$ cat src/rtl/cd_subcode_pkg.sv
// Shared types and constants for the CD subcode deserialiser.
// The Q-channel CRC helpers are only referenced when SUBCODE_QCRC_EN is defined.
package cd_subcode_pkg;

    typedef enum logic [1:0] {
        ST_IDLE,
        ST_HI,
        ST_LO,
        ST_PUSH
    } state_t;

    localparam int          Q_BIT          = 6;
    localparam logic [15:0] QCRC_POLY      = 16'h1021;
    localparam int          QCRC_FIRST_IDX = 2;
    localparam int          QCRC_DATA_LAST = 81;
    localparam int          QCRC_LAST_IDX  = 97;

    // Entry layout for the default 8-bit / 98-symbol configuration; the top
    // declares the same layout at its parametrised widths.
    typedef struct packed {
        logic [7:0] data;
        logic       sob;
        logic [6:0] idx;
    } fifo_entry_t;

    // One bit of CRC-16 (x^16+x^12+x^5+1), MSB-first.
    function automatic logic [15:0] crc16_step(input logic [15:0] crc, input logic din);
        logic fb;
        fb = crc[15] ^ din;
        return {crc[14:0], 1'b0} ^ (fb ? QCRC_POLY : 16'h0000);
    endfunction

endpackage

$ cat src/rtl/cd_subcode_fifo.sv
// Synchronous first-word-fall-through FIFO with occupancy, full/empty and clear.
// A pop and a push in the same cycle are both honoured even when full.
module cd_subcode_fifo
    import cd_subcode_pkg::*;
#(
    parameter int  DEPTH   = 16,
    parameter type entry_t = fifo_entry_t,
    localparam int AW      = $clog2(DEPTH)
) (
    input  logic          clk,
    input  logic          rst,
    input  logic          clr,
    input  logic          wr_en,
    input  entry_t        wr_data,
    input  logic          rd_en,
    output entry_t        rd_data,
    output logic          empty,
    output logic          full,
    output logic [AW:0]   level
);

    localparam logic [AW:0] DEPTH_CNT = (AW + 1)'(DEPTH);
    localparam entry_t      ZERO      = '0;

    entry_t        mem [DEPTH];
    logic [AW-1:0] wr_ptr, rd_ptr;
    logic [AW:0]   count;
    logic          do_wr, do_rd;

    assign empty   = (count == '0);
    assign full    = (count == DEPTH_CNT);
    assign level   = count;
    assign do_rd   = rd_en && !empty;
    assign do_wr   = wr_en && (!full || do_rd);
    assign rd_data = empty ? ZERO : mem[rd_ptr];

    always_ff @(posedge clk or posedge rst) begin
        if (rst) begin
            wr_ptr <= '0;
            rd_ptr <= '0;
            count  <= '0;
        end else if (clr) begin
            wr_ptr <= '0;
            rd_ptr <= '0;
            count  <= '0;
        end else begin
            if (do_wr) wr_ptr <= wr_ptr + 1'b1;
            if (do_rd) rd_ptr <= rd_ptr + 1'b1;
            case ({do_wr, do_rd})
                2'b10:   count <= count + 1'b1;
                2'b01:   count <= count - 1'b1;
                default: ;
            endcase
        end
    end

    // NOTE: storage is not reset; the pointers and count alone define which entries are valid.
    always_ff @(posedge clk) begin
        if (do_wr && !clr) mem[wr_ptr] <= wr_data;
    end

endmodule

$ cat src/rtl/cd_subcode_deserializer.sv
// CD subcode deserialiser: SCCK bursts per EFFK, MSB-first symbol assembly, block tagging, FIFO.
// Optional Q-channel CRC check is built when SUBCODE_QCRC_EN is defined.
module cd_subcode_deserializer
    import cd_subcode_pkg::*;
#(
    parameter int  BITS_PER_SYMBOL = 8,
    parameter int  FIFO_DEPTH      = 16,
    parameter int  FRAME_SYMBOLS   = 98,
    parameter int  INT_LEVEL       = 8,
    localparam int IDX_W           = $clog2(FRAME_SYMBOLS),
    localparam int LEVEL_W         = $clog2(FIFO_DEPTH) + 1
) (
    input  logic                       CCK,
    input  logic                       RST,
    input  logic                       EFFK,
    input  logic                       SCOR,
    input  logic                       SBCP,
    output logic                       SCCK,
    input  logic                       RD_EN,
    input  logic                       CLR,
    output logic [BITS_PER_SYMBOL-1:0] DATA,
    output logic                       SOB,
    output logic [IDX_W-1:0]           IDX,
    output logic                       EMPTY,
    output logic                       FULL,
    output logic [LEVEL_W-1:0]         LEVEL,
    output logic                       OVERRUN,
    output logic                       SYNC_ERR,
    output logic                       INT_n
`ifdef SUBCODE_QCRC_EN
    ,
    output logic                       QCRC_OK,
    output logic                       QCRC_VLD
`endif
);

    localparam int                   BC_W     = (BITS_PER_SYMBOL > 1) ? $clog2(BITS_PER_SYMBOL) : 1;
    localparam logic [BC_W-1:0]      LAST_BIT = BC_W'(BITS_PER_SYMBOL - 1);
    localparam logic [IDX_W-1:0]     IDX_LAST = IDX_W'(FRAME_SYMBOLS - 1);
    localparam logic [LEVEL_W-1:0]   INT_CNT  = LEVEL_W'(INT_LEVEL);

    typedef struct packed {
        logic [BITS_PER_SYMBOL-1:0] data;
        logic                       sob;
        logic [IDX_W-1:0]           idx;
    } entry_t;

    state_t                     state, state_next;
    logic [2:0]                 effk_sync, scor_sync;
    logic                       effk_pulse, scor_pulse;
    logic [BC_W-1:0]            bit_cnt;
    logic [BITS_PER_SYMBOL-1:0] shift_q;
    logic [IDX_W-1:0]           idx_q, tag_idx;
    logic                       pend_sob, tag_sob, push;
    entry_t                     wr_entry, head;

    // Two synchroniser flops plus a history flop; the edge pulse is registered.
    always_ff @(posedge CCK or posedge RST) begin
        if (RST) begin
            effk_sync  <= '0;
            scor_sync  <= '0;
            effk_pulse <= 1'b0;
            scor_pulse <= 1'b0;
        end else begin
            effk_sync  <= {effk_sync[1:0], EFFK};
            scor_sync  <= {scor_sync[1:0], SCOR};
            effk_pulse <= effk_sync[1] & ~effk_sync[2];
            scor_pulse <= scor_sync[1] & ~scor_sync[2];
        end
    end

    // NOTE: every signal written here gets a default first so no latch is inferred.
    always_comb begin
        state_next = state;
        SCCK       = 1'b0;
        push       = 1'b0;
        case (state)
            ST_IDLE: if (effk_pulse) state_next = ST_HI;
            ST_HI: begin
                SCCK       = 1'b1;
                state_next = ST_LO;
            end
            ST_LO:   state_next = (bit_cnt == LAST_BIT) ? ST_PUSH : ST_HI;
            ST_PUSH: begin
                push       = 1'b1;
                state_next = ST_IDLE;
            end
            default: state_next = ST_IDLE;
        endcase
    end

    // The block tag is captured at burst start, so an SCOR landing mid-burst
    // only affects the following symbol.
    always_ff @(posedge CCK or posedge RST) begin
        if (RST) begin
            state    <= ST_IDLE;
            bit_cnt  <= '0;
            shift_q  <= '0;
            idx_q    <= '0;
            pend_sob <= 1'b0;
            tag_sob  <= 1'b0;
            tag_idx  <= '0;
        end else begin
            state <= state_next;
            if (state == ST_IDLE && effk_pulse) begin
                bit_cnt  <= '0;
                tag_sob  <= pend_sob | scor_pulse;
                tag_idx  <= (pend_sob | scor_pulse) ? '0 : idx_q;
                pend_sob <= 1'b0;
            end else if (scor_pulse) begin
                pend_sob <= 1'b1;
            end
            if (state == ST_HI) shift_q <= {shift_q[BITS_PER_SYMBOL-2:0], SBCP};
            if (state == ST_LO && bit_cnt != LAST_BIT) bit_cnt <= bit_cnt + 1'b1;
            if (push) idx_q <= (tag_idx == IDX_LAST) ? '0 : tag_idx + 1'b1;
        end
    end

    assign wr_entry = '{data: shift_q, sob: tag_sob, idx: tag_idx};

    cd_subcode_fifo #(
        .DEPTH   (FIFO_DEPTH),
        .entry_t (entry_t)
    ) u_fifo (
        .clk     (CCK),
        .rst     (RST),
        .clr     (CLR),
        .wr_en   (push),
        .wr_data (wr_entry),
        .rd_en   (RD_EN),
        .rd_data (head),
        .empty   (EMPTY),
        .full    (FULL),
        .level   (LEVEL)
    );

    assign DATA = head.data;
    assign SOB  = head.sob;
    assign IDX  = head.idx;

    always_ff @(posedge CCK or posedge RST) begin
        if (RST) begin
            OVERRUN  <= 1'b0;
            SYNC_ERR <= 1'b0;
            INT_n    <= 1'b1;
        end else begin
            if (CLR) begin
                OVERRUN  <= 1'b0;
                SYNC_ERR <= 1'b0;
            end else begin
                if (push && FULL && !RD_EN) OVERRUN <= 1'b1;
                if (effk_pulse && state != ST_IDLE) SYNC_ERR <= 1'b1;
            end
            INT_n <= ~((LEVEL >= INT_CNT) | OVERRUN | SYNC_ERR);
        end
    end

`ifdef SUBCODE_QCRC_EN
    generate
        if (BITS_PER_SYMBOL == 8 && FRAME_SYMBOLS >= 98) begin : g_qcrc
            logic [15:0] crc_q, rx_q;
            logic        q_bit;
            assign q_bit = shift_q[Q_BIT];

            // CRC over Q of indices 2..81; indices 82..97 carry the inverted CRC, MSB first.
            always_ff @(posedge CCK or posedge RST) begin
                if (RST) begin
                    crc_q    <= '0;
                    rx_q     <= '0;
                    QCRC_OK  <= 1'b0;
                    QCRC_VLD <= 1'b0;
                end else begin
                    QCRC_VLD <= 1'b0;
                    if (push) begin
                        if (tag_idx == IDX_W'(QCRC_FIRST_IDX))
                            crc_q <= crc16_step(16'h0000, q_bit);
                        else if (tag_idx > IDX_W'(QCRC_FIRST_IDX) && tag_idx <= IDX_W'(QCRC_DATA_LAST))
                            crc_q <= crc16_step(crc_q, q_bit);
                        else if (tag_idx > IDX_W'(QCRC_DATA_LAST) && tag_idx <= IDX_W'(QCRC_LAST_IDX))
                            rx_q <= {rx_q[14:0], ~q_bit};
                        if (tag_idx == IDX_W'(QCRC_LAST_IDX)) begin
                            QCRC_VLD <= 1'b1;
                            QCRC_OK  <= ({rx_q[14:0], ~q_bit} == crc_q);
                        end
                    end
                end
            end
        end else begin : g_no_qcrc
            assign QCRC_OK  = 1'b0;
            assign QCRC_VLD = 1'b0;
        end
    endgenerate
`endif

endmodule

$ cat config.mk
export PLATFORM = sky130hd
export DESIGN_NAME = cd_subcode_deserializer
export DESIGN_NICKNAME = d
export VERILOG_FILES = /design/src/rtl/cd_subcode_pkg.sv /design/src/rtl/cd_subcode_fifo.sv /design/src/rtl/cd_subcode_deserializer.sv
export SDC_FILE = /design/constraint.sdc
export NUM_CORES = 1
export LEC_CHECK = 0
export BUFFER_PORTS_ARGS = -buffer_cell sky130_fd_sc_hd__clkbuf_2
export CAP_MARGIN = 30
export CORE_MARGIN = 2
export CORE_UTILIZATION = 48
export DETAILED_ROUTE_END_ITERATION = 6
export GPL_TIMING_DRIVEN = 0
export SYNTH_ARGS = -nofsm -noshare
export SYNTH_HDL_FRONTEND = slang
export SYNTH_SLANG_ARGS = --single-unit
$ cat constraint.sdc
create_clock -name CCK -period 5.79 [get_ports CCK]
set_input_delay 0.8685 -clock CCK [delete_from_list [all_inputs] [get_ports CCK]]
set_output_delay 0.8685 -clock CCK [all_outputs]
set_load 0.05 [all_outputs]
==> metrics.yaml, run 1 <==
outcome: "finished, final reports clean"
mostFrequentLayoutCells: "edfxtp_1, mux4_2, dfrtp_1, clkbuf_2, clkbuf_16"
cts_tree: "done"
critPathTopFamily: "simple AND/OR/NAND/NOR gates"
clock_sinks: 309
synthCells: 624
vias: 6034
maxSlewHeadroom: 0.337
ant_nets: 0
period_minus_slack_ps: 3910
rows: 59
internal_power_mw: 4.44
maxCapViolCount: 0
antenna_found_initial: 0
io_pins: 34
coreArea_um2: 25800
routed_wl_um: 25700
cts_buffers: 31
power.total_mw: 6.38
dp_hpwl_um: 16600
clk_path_buf_depth: 3
dr.first_iter.drc_count: 400
netlist_area_um2: 12500
synth.distinct_cells: 60
reg2reg_from: "u_fifo.level[1]$_DFFE_PP0P_"
cpMaxStageDelayCell: "or4_4"
period_share: 0.675
crit_path_start: "u_fifo.level[1]$_DFFE_PP0P_"
critical_path.max_stage_delay_ps: 640
grt_setup_unrepaired: "no"
grtUsageTotal: 0.197
ys_seq_area_frac: 0.721
die_area_um2: 27300
setup_slack_ps: 1880
yosysWarnings: 0
n_antenna_cell: 0
avgRoutedWirePerCell_um: 24.2
slew_violations: 0
synth-edff-count: 256
crit_arrival_ps: 3040
first_pass_iters: 5
path_cells: "or4_4 -> nor2_2 -> buf_4 -> nor2b_1 -> clkbuf_2"
critPathBufInv: 2
fin_util: 0.555
layout-drive-gt1-share: 0.278
syn_avg_cell_area_um2: 20.0
p_switching_mw: 1.95
initial_utilization: 0.484
required_ps: 4920
cp-end-kind: "output pin"
async_flop_share: 0.172
p_clk_frac: 0.304
die_w_um: 165
power_frac_seq: 0.455
stdcell_count: 1064
start_kind: "register"
critPathMaxFanout: 10
tns_ps: 0
tightest_slew_ps: 995
final_common_cell: "edfxtp_1"
powerDensity_nw_per_um2: 445
fin_nets: 722
pwr-share-comb: 0.241
place_ws_ps: 2400
setup_viol: 0
via_per_inst: 5.67
post_cts_resized: 0
drc: 0
ir_worst_vdd_uv: 258
leakage_nw: 4.88
ys_ff_latch: 309
synthFlopType: "edfxtp_1"
fmax_ghz: 0.256
worstSetupPathType: "register to output pin"
grt_pass1_vias: 6331
clk_latency_ps: 550
grt_first_pass_wirelength_um: 38800
gp_congestion: 0.824
grt_max_degree: 36
regToRegSetupSlack_ps: 3000
fp.dieH_um: 165
clock_skew_ps: 9.03
report.final.hold_viol_count: 0
syn_nets: 642
path_clk_slew_ps: 60
switching_share: 0.305
post-cts-setup-buffers: 0
grt-ovfl-total: 0
postCtsHoldBufs: 0
area_growth_pct: 14.7
cts-root-buf: "clkbuf_16"
min_path_type: "primary input to async pin"
post-place-cells: 1005
htree_num_levels: 1
port_buffers: 33
-- synthesized netlist by cell type, drive strengths merged (2+ instances only) --
library cell / number / area share
nand2: 29 / 0.0087
nor2b: 21 / 0.014
nand3: 5 / 0.0024
mux2i: 2 / 0.0016
and3: 6 / 0.0030
and2: 14 / 0.0070
a21oi: 8 / 0.0035
a22o: 5 / 0.0035
inv: 10 / 0.0030
xnor2: 6 / 0.0042
o31ai: 5 / 0.0030
mux4: 80 / 0.15
xor2: 6 / 0.0042
buf: 17 / 0.013
nand2b: 4 / 0.0020
clkbuf: 9 / 0.0027
a31oi: 2 / 0.0022
mux2: 10 / 0.0090
edfxtp: 256 / 0.62
ha: 11 / 0.011
o21ai: 21 / 0.0096
nor3: 2 / 0.00080
nor2: 20 / 0.0062
dfrtp: 52 / 0.10
nor4: 4 / 0.0032
-- worst paths after layout --
check | end | cells after the start
setup / recovery | IDX[3] | 5
max in group asynchronous | INT_n$_DFF_PP1_ | 3
hold reg to reg | scor_sync[1]$_DFF_PP0_ | 0
hold / removal | idx_q[2]$_DFFE_PP0P_ | 2
min in group CCK | scor_sync[1]$_DFF_PP0_ | 0
setup reg to reg | u_fifo.mem[5][7]$_DFFE_PP_ | 5
-- logic make-up (layout without fill, tap and decap cells) --
| group | Yosys count | in the layout | share of synthesized area |
|---|---|---|---|
| compound gates | 50 | 50 | 0.0279 |
| xor+xnor | 12 | 12 | 0.00841 |
| fa+ha+maj | 11 | 11 | 0.0110 |
| buf+inv | 37 | 142 | 0.0193 |
| flops | 309 | 309 | 0.721 |
| mux | 92 | 92 | 0.159 |
| simple gates | 113 | 113 | 0.0535 |
-- power groups by stage --
stage | Combinational (mW) | Clock [mW] | Sequential [mW]
floorplan | 1.15 | 0 | 2.93
global route | 1.64 | 2.07 | 2.94
finish | 1.54 | 1.94 | 2.90
CTS | 1.56 | 1.99 | 2.90
global placement | 1.52 | 0 | 2.92
detailed placement | 1.56 | 0 | 2.95
-- area by class of cell --
type,instances,area (um2)
fillers,1971,11500
flip-flops and latches,309,9010
inverters,10,37.5
multi-input cells,278,3240
repair buffers,47,414
clock buffers,46,892
well taps,335,419
plain buffers,27,204
clock inverters,12,114
-- sequential cells by signal (all words and copies together), names as in the netlist, 2 cells and up --
signal,cells
idx_q,7
effk_sync,3
u_fifo.mem,256
u_fifo.wr_ptr,4
bit_cnt,3
state,2
tag_idx,7
u_fifo.rd_ptr,4
scor_sync,3
shift_q,8
u_fifo.level,5
-- through the flow --
stage	hold WS (ps)	cell area (um2)
detailed placement	340	13300
global placement	336	13100
global route	348	14300
finish	326	14300
floorplan	331	12500
CTS	313	14300
-- layer usage --
metal,global-route usage,up-vias,wire length [um],part of all wire
met1,0.256,3172,10400,0.40
met2,0.354,144,13600,0.53
met3,0.0282,40,1250,0.048
met4,0.0470,0,493,0.019
li1,-,2678,-,-
met5,0,-,0,0
Note: power is estimated with default switching activity, not from simulation.
==> inputs of run 2 (changes only) <==
--- a/config.mk
+++ b/config.mk
@@ -5,12 +5,14 @@
 export SDC_FILE = /design/constraint.sdc
 export NUM_CORES = 1
 export LEC_CHECK = 0
+export ABC_AREA = 1
 export BUFFER_PORTS_ARGS = -buffer_cell sky130_fd_sc_hd__clkbuf_2
 export CAP_MARGIN = 30
 export CORE_MARGIN = 2
 export CORE_UTILIZATION = 48
 export DETAILED_ROUTE_END_ITERATION = 6
 export GPL_TIMING_DRIVEN = 0
+export PLACE_DENSITY = 0.66
 export SYNTH_ARGS = -nofsm -noshare
 export SYNTH_HDL_FRONTEND = slang
 export SYNTH_SLANG_ARGS = --single-unit
==> constraint.sdc (replaced) <==
create_clock -name CCK -period 3.2 [get_ports CCK]
set_input_delay 0.48 -clock CCK [delete_from_list [all_inputs] [get_ports CCK]]
set_output_delay 0.48 -clock CCK [all_outputs]
set_load 0.05 [all_outputs]
==> run 2 against run 1 <==
  * Die area is 0.16% lower
  * Clock skew increased by 19 ps
  * Clock-buffer cell count rose by 5
  * Sequential power is 81% higher
  * Power grew 88%
  * Non-clock buffer count is 32 higher
  * Combinational power up 110%
  * Critical path depth up 3
  * Wire length up 27%
  * Utilization up 0.69 points
  * Register-to-register slack got worse by 2400 ps
  * Setup slack worse by 1800 ps
  * Largest cell class unchanged
==> metrics.yaml, run 2 <==
synthTopCellsByArea: "edfxtp_1, dfrtp_1, nor2_1, o21ai_0, o221ai_1"  # was edfxtp_1, mux4_2, dfrtp_1, mux4_1, ha_1
powerDensity_nw_per_um2: 830  # was 445 nW/um2
vias: 8506  # was 6,034
ys_seq_area_frac: 0.722  # was 0.721
reg2reg_depth: 7  # was 5
ys_ff_latch: 309  # unchanged
synthAdderAreaFrac: 0.0110  # about the same
reg_top3: "u_fifo.mem: 256 flops, shift_q: 8 flops"  # unchanged
placed_cell_area_um2: 13400  # was 13,300 um2
clock_skew_ps: 28.0  # was 9.03 ps
final_common_cell: "edfxtp_1"  # unchanged
dp_hpwl_um: 21700  # was 16,600 um
clk_latency_ps: 510  # was 550 ps
critPathMaxFanout: 10  # unchanged
top_register: "u_fifo.mem"  # unchanged
fin_nets: 1098  # was 722
synth.distinct_cells: 37  # was 60
synth_xor_area_frac: 0.00211  # was 0.00841
cts_tree: "done"  # unchanged
ir_worst_vdd_uv: 949  # was 258 uV
initial_utilization: 0.484  # about the same
synth_top_family_by_area: "compound AO/OA/AOI/OAI gates"  # was multiplexers
setup_viol: 0  # unchanged
cp-end-kind: "output pin"  # unchanged
netlist_area_um2: 12500  # about the same
syn_avg_cell_area_um2: 12.6  # was 20.0 um2
report.final.hold_viol_count: 0  # unchanged
port_buffers: 32  # was 33
cts_buffers: 34  # was 31
holdWs_ps: 13.0  # was 326 ps
yosysWarnings: 0  # unchanged
grt_pass1_vias: 8342  # was 6,331
start_kind: "register"  # unchanged
routed_wl_um: 32700  # was 25,700 um
required_ps: 2720  # was 4920 ps
maxCapViolCount: 0  # unchanged
fp.dieH_um: 165  # about the same
htree_num_levels: 2  # was 1
die_w_um: 165  # about the same
drc: 0  # unchanged
layout-drive-gt1-share: 0.164  # was 0.278
min_path_type: "primary input to async pin"  # unchanged
synthCells: 993  # was 624
slew_violations: 0  # unchanged
cts-root-buf: "clkbuf_16"  # unchanged
synth_compound_area_frac: 0.121  # was 0.0279
final_cell_area_um2: 14500  # was 14,300 um2
netlist_top_cells_count: "edfxtp_1, nor2_1, o21ai_0, nand2_1, dfrtp_1"  # was edfxtp_1, mux4_2, dfrtp_1, nand2_1, nor2_1
first_pass_iters: 6  # was 5
path_clk_slew_ps: 60  # about the same
netlist.area_leader.share: 0.616  # was 0.615
post-cts-setup-buffers: 0  # unchanged
async_flop_share: 0.172  # unchanged
area_growth_pct: 16.0  # was 14.7%
n_antenna_cell: 0  # unchanged
crit_arrival_ps: 2680  # was 3040 ps
synth_mux_area_frac: 0  # was 0.159
dr.first_iter.drc_count: 939  # was 400
clk_path_buf_depth: 3  # unchanged
grt_setup_unrepaired: "no"  # unchanged
grt_max_degree: 32  # was 36
syn_nets: 1011  # was 642
grt_first_pass_wirelength_um: 49200  # was 38,800 um
avgRoutedWirePerCell_um: 22.7  # was 24.2 um
largest_reg_flops: 256  # unchanged
io_pins: 34  # unchanged
regToRegSetupSlack_ps: 620  # was 3000 ps
period_share: 0.989
coreArea_um2: 25800  # about the same
period_minus_slack_ps: 3160
die_area_um2: 27300  # about the same
ant_nets: 0  # unchanged
rows: 59  # unchanged
clock_sinks: 309  # unchanged
synth-edff-count: 256  # unchanged
grtUsageTotal: 0.249  # was 0.197
antenna_found_initial: 0  # unchanged
outcome: "finished, final reports clean"  # unchanged
power.total_mw: 12.0  # was 6.38 mW
worstSetupPathType: "register to output pin"  # unchanged
leakage_nw: 5.21  # was 4.88 nW
mostFrequentLayoutCells: "edfxtp_1, nor2_1, o21ai_0, nand2_1, dfrtp_1"  # was edfxtp_1, mux4_2, dfrtp_1, clkbuf_2, clkbuf_16
synth.largest_area_cell: "edfxtp_1"  # unchanged
gp_congestion: 0.905  # was 0.824
tightest_slew_ps: 1010  # was 995 ps
synthSimpleGateAreaFrac: 0.104  # was 0.0535
maxSlewHeadroom: 0.321  # was 0.337
grt-ovfl-total: 0  # unchanged
fmax_ghz: 0.316
synthFlopType: "edfxtp_1"  # unchanged
via_per_inst: 5.91  # was 5.67
post-synth-top-count-cell: "edfxtp_1"  # unchanged
run 2: layout make-up:
class / instances / area (um2)
plain buffers: 54 / 317
inverters: 51 / 194
clock inverters: 10 / 52.6
well taps: 335 / 419
fillers: 2118 / 11300
multi-input cells: 578 / 3100
clock buffers: 51 / 936
flip-flops and latches: 309 / 9010
repair buffers: 52 / 440
run 2: cell families after synthesis:
kind of cell,count (synthesis)
buffers and inverters,106
AOI/OAI and AO/OA,254
and+or+nand+nor,310
adders and majority gates,11
xor gates and xnor gates,3
DFF,309
run 2: where the power goes:
| part | switching, mW | internal, mW | leakage, nW |
|---|---|---|---|
| combinational | 2.38 | 0.870 | 1.65 |
| sequential | 0.460 | 4.79 | 3.07 |
| clock | 1.49 | 2.03 | 0.481 |
| total | 4.32 | 7.69 | 5.21 |
run 2: worst max-delay path, cell delays in order (launching register included):
cell,delay (ps)
dfrtp_1,420
inv_2,80
buf_4,210
buf_2,260
o21ai_0,120
o221ai_1,340
nand3_1,230
a21oi_2,240
clkbuf_4,270
run 2: final timing paths:
| check | start | endpoint |
|---|---|---|
| worst max-delay path | u_fifo.rd_ptr[1]$_DFFE_PP0P_ | IDX[0] |
| worst min-delay path | RST | u_fifo.wr_ptr[2]$_DFFE_PP0P_ |
| worst max register to register | u_fifo.level[2]$_DFFE_PP0P_ | u_fifo.mem[3][13]$_DFFE_PP_ |
| worst min register to register | effk_sync[0]$_DFF_PP0_ | effk_sync[1]$_DFF_PP0_ |
| max in group asynchronous | RST | INT_n$_DFF_PP1_ |
| min in group CCK | SCOR | scor_sync[0]$_DFF_PP0_ |
run 2: timing repair:
action                     CTS  global route
setup endpoints to repair    9            14
gates resized for setup     10            33
hold buffers                 0             0
run 2: metrics by stage:
| step | worst slack (ps) | cells | setup TNS (ps) | util |
|---|---|---|---|---|
| after global routing | 1.61 | 1440 | 0 | 0.562 |
| after global placement | -743 | 1360 | -101850 | 0.507 |
| after CTS | 5.24 | 1441 | 0 | 0.559 |
| final | 36.3 | 1440 | 0 | 0.562 |
| after floorplan | 176 | 993 | 0 | - |
| after detailed placement | 374 | 1380 | 0 | 0.520 |
run 2: metal layers:
layer,global-route usage,part of all wire
met2,0.386,0.45
met1,0.342,0.40
met4,0.121,0.051
met5,0,0
met3,0.0457,0.096
==> inputs of run 3 (changes only) <==
==> constraint.sdc (replaced) <==
create_clock -name CCK -period 2.78 [get_ports CCK]
set_input_delay 0.417 -clock CCK [delete_from_list [all_inputs] [get_ports CCK]]
set_output_delay 0.417 -clock CCK [all_outputs]
set_load 0.05 [all_outputs]
==> run 3 against run 2 <==
  * The run now ends with setup timing left
  * First-iteration DRC count is 0.32% lower
  * Cell count is 0.69% higher
  * Cell area is 5.5% higher
  * Clock skew is 14 ps lower
  * Register-to-register slack worse by 460 ps
  * Utilization is 3.1 points higher
  * Setup slack worse by 84 ps
  * Sequential share of layout area is 3.2 points lower
  * Hold slack better by 69 ps
  * Clock-buffer cell count is 6 lower
==> metrics.yaml, run 3 (synthesized netlist as in run 2, its figures left out) <==
outcome: "complete, but fails checks"  # was finished, final reports clean
violations: "setup timing"
setup_viol: 7  # was 0
period_share: 1.02
first_pass_iters: 6  # unchanged
ant_nets: 0  # unchanged
via_per_inst: 5.89  # was 5.91
reg_top3: "u_fifo.mem: 256 flops, shift_q: 8 flops"  # unchanged
cp-end-kind: "output pin"  # unchanged
layout-drive-gt1-share: 0.241  # was 0.164
start_kind: "register"  # unchanged
leakage_nw: 5.49  # was 5.21 nW
port_buffers: 32  # unchanged
routed_wl_um: 33800  # was 32,700 um
critical_path.max_stage_delay_ps: 400  # was 420 ps
final_common_cell: "edfxtp_1"  # unchanged
p_switching_mw: 5.22  # was 4.32 mW
antenna_found_initial: 0  # unchanged
drc: 0  # unchanged
maxCapViolCount: 0  # unchanged
reg2reg_from: "u_fifo.level[2]$_DFFE_PP0P_"  # unchanged
period_minus_slack_ps: 2830
switching_share: 0.356  # was 0.360
cp_common_cell: "buf_8"
initial_utilization: 0.484  # unchanged
vias: 8541  # was 8,506
gp_congestion: 0.895  # was 0.905
critPathMaxFanout: 10  # unchanged
top_register: "u_fifo.mem"  # unchanged
grt_max_degree: 32  # unchanged
die_area_um2: 27300  # unchanged
required_ps: 2360  # was 2720 ps
critPathBufInv: 4  # unchanged
dp_hpwl_um: 21500  # was 21,700 um
path_cells: "buf_6 -> buf_8 -> buf_4 -> nor2_1 -> o221ai_2 -> nand3_1 -> a21oi_2 -> buf_8"  # was inv_2 -> buf_4 -> buf_2 -> o21ai_0 -> o221ai_1 -> nand3_1 -> a21oi_2 -> clkbuf_4
mostFrequentLayoutCells: "edfxtp_1, nor2_1, o21ai_0, nand2_1, dfrtp_1"  # unchanged
ir_worst_vdd_uv: 843  # was 949 uV
tightest_slew_ps: 1090  # was 1010 ps
cts_buffers: 31  # was 34
internal_power_mw: 9.45  # was 7.69 mW
setup_slack_ps: -47.8  # was 36.3 ps
grt_pass1_vias: 8025  # was 8,342
cpMaxStageDelayCell: "dfrtp_2"  # was dfrtp_1
rows: 59  # unchanged
clock_sinks: 309  # unchanged
clk_path_buf_depth: 3  # unchanged
hold_start: "SBCP"
critPathTopFamily: "buffers and inverters"  # unchanged
cts-root-buf: "clkbuf_16"  # unchanged
htree_num_levels: 1  # was 2
worstSetupPathType: "register to output pin"  # unchanged
grt_first_pass_wirelength_um: 49600  # was 49,200 um
p_clk_frac: 0.273  # was 0.292
die_w_um: 165  # unchanged
avgRoutedWirePerCell_um: 23.3  # was 22.7 um
power_frac_seq: 0.410  # was 0.437
fp.dieH_um: 165  # unchanged
fmax_ghz: 0.354
grt_setup_unrepaired: "yes"  # was no
pwr-share-comb: 0.316  # was 0.270
powerDensity_nw_per_um2: 961  # was 830 nW/um2
clk_latency_ps: 560  # was 510 ps
fin_nets: 1110  # was 1,098
crit_arrival_ps: 2410  # was 2680 ps
cts_tree: "done"  # unchanged
grt-ovfl-total: 0  # unchanged
largest_reg_flops: 256  # unchanged
maxSlewHeadroom: 0.272  # was 0.321
area_growth_pct: 22.4  # was 16.0%
n_antenna_cell: 0  # unchanged
slew_violations: 0  # unchanged
path_clk_slew_ps: 60  # about the same
min_path_type: "primary input to register"  # was primary input to async pin
io_pins: 34  # unchanged
grtUsageTotal: 0.249  # about the same
report.final.hold_viol_count: 0  # unchanged
place_ws_ps: -3.39  # was 374 ps
coreArea_um2: 25800  # unchanged
clock_skew_ps: 13.7  # was 28.0 ps
crit_path_start: "u_fifo.rd_ptr[0]$_DFFE_PP0P_"  # was u_fifo.rd_ptr[1]$_DFFE_PP0P_
tns_ps: -223  # was 0 ps
dr.first_iter.drc_count: 936  # was 939
==> run 3: cell types whose count changed in the layout (fill, tap and decap cells not counted), moves of 8 or more <==
cell / delta
buf_6: +8
o21ai_1: +11
a21oi_1: -14
clkbuf_1: -20
a21oi_2: +12
o221ai_1: -16
o221ai_2: +15
buf_2: -12
clkbuf_2: -9
o21ai_0: -23
buf_8: +18
clkbuf_8: +8
o21ai_2: +10
==> run 3: power groups by stage <==
stage	logic (mW)	registers (mW)	clock network [mW]
detailed placement	3.67	6.10	0
floorplan	2.50	6.00	0
finish	4.64	6.02	4.01
CTS	4.37	6.00	4.03
global placement	3.59	6.09	0
global route	4.95	6.05	4.19
==> run 3: final timing paths <==
path                       slack, ps  cells after the start                          to
min reg2reg                      350                      0      scor_sync[1]$_DFF_PP0_
min in group asynchronous        450                      3        idx_q[2]$_DFFE_PP0P_
min                               80                      3      shift_q[0]$_DFFE_PP0P_
max                              -50                      8                     DATA[4]
max reg2reg                      160                      7  u_fifo.mem[7][8]$_DFFE_PP_
max in group asynchronous       1710                      4             INT_n$_DFF_PP1_
==> run 3: repair_timing <==
| action | CTS | global route |
|---|---|---|
| hold buffers | 3 | 0 |
| resized for setup | 163 | 73 |
| pin swaps | 31 | 45 |
| cloned | 2 | 0 |
| endpoints found under the hold margin | 24 | 0 |
| endpoints found under the setup margin | 17 | 17 |
| buffers inserted | 8 | 2 |
==> run 3: routing by layer <==
layer	vias up	part of all wire	track usage
li1	3839	-	-
met1	4183	0.41	0.354
met2	453	0.47	0.400
met3	66	0.096	0.0405
met4	0	0.028	0.0719
met5	-	0	0
==> run 3: final cells by class <==
type	instances	area (um2)
Buffer	55	528
Clock buffer	45	897
Clock inverter	11	80.1
Fill cell	1974	10500
Inverter	51	208
Multi-Input combinational cell	578	3410
Sequential cell	309	9020
Tap cell	335	419
Timing Repair Buffer	66	716
==> run 3: per-stage QoR <==
step,utilization,power (mW),hold WS [ps],cells,cell area [um2]
2_1_floorplan,-,8.50,331,993,12500
3_3_place_gp,0.508,9.68,338,1360,13100
3_5_place_dp,0.521,9.76,338,1379,13400
4_1_cts,0.586,14.4,79.3,1447,15100
5_1_grt,0.593,15.2,99.2,1450,15300
6_report,0.593,14.7,81.7,1450,15300
==> run 3: tightest hold or removal path, stage by stage <==
cell      delay (ps)
clkbuf_2          80
nand2_1           50
nand2_1           60
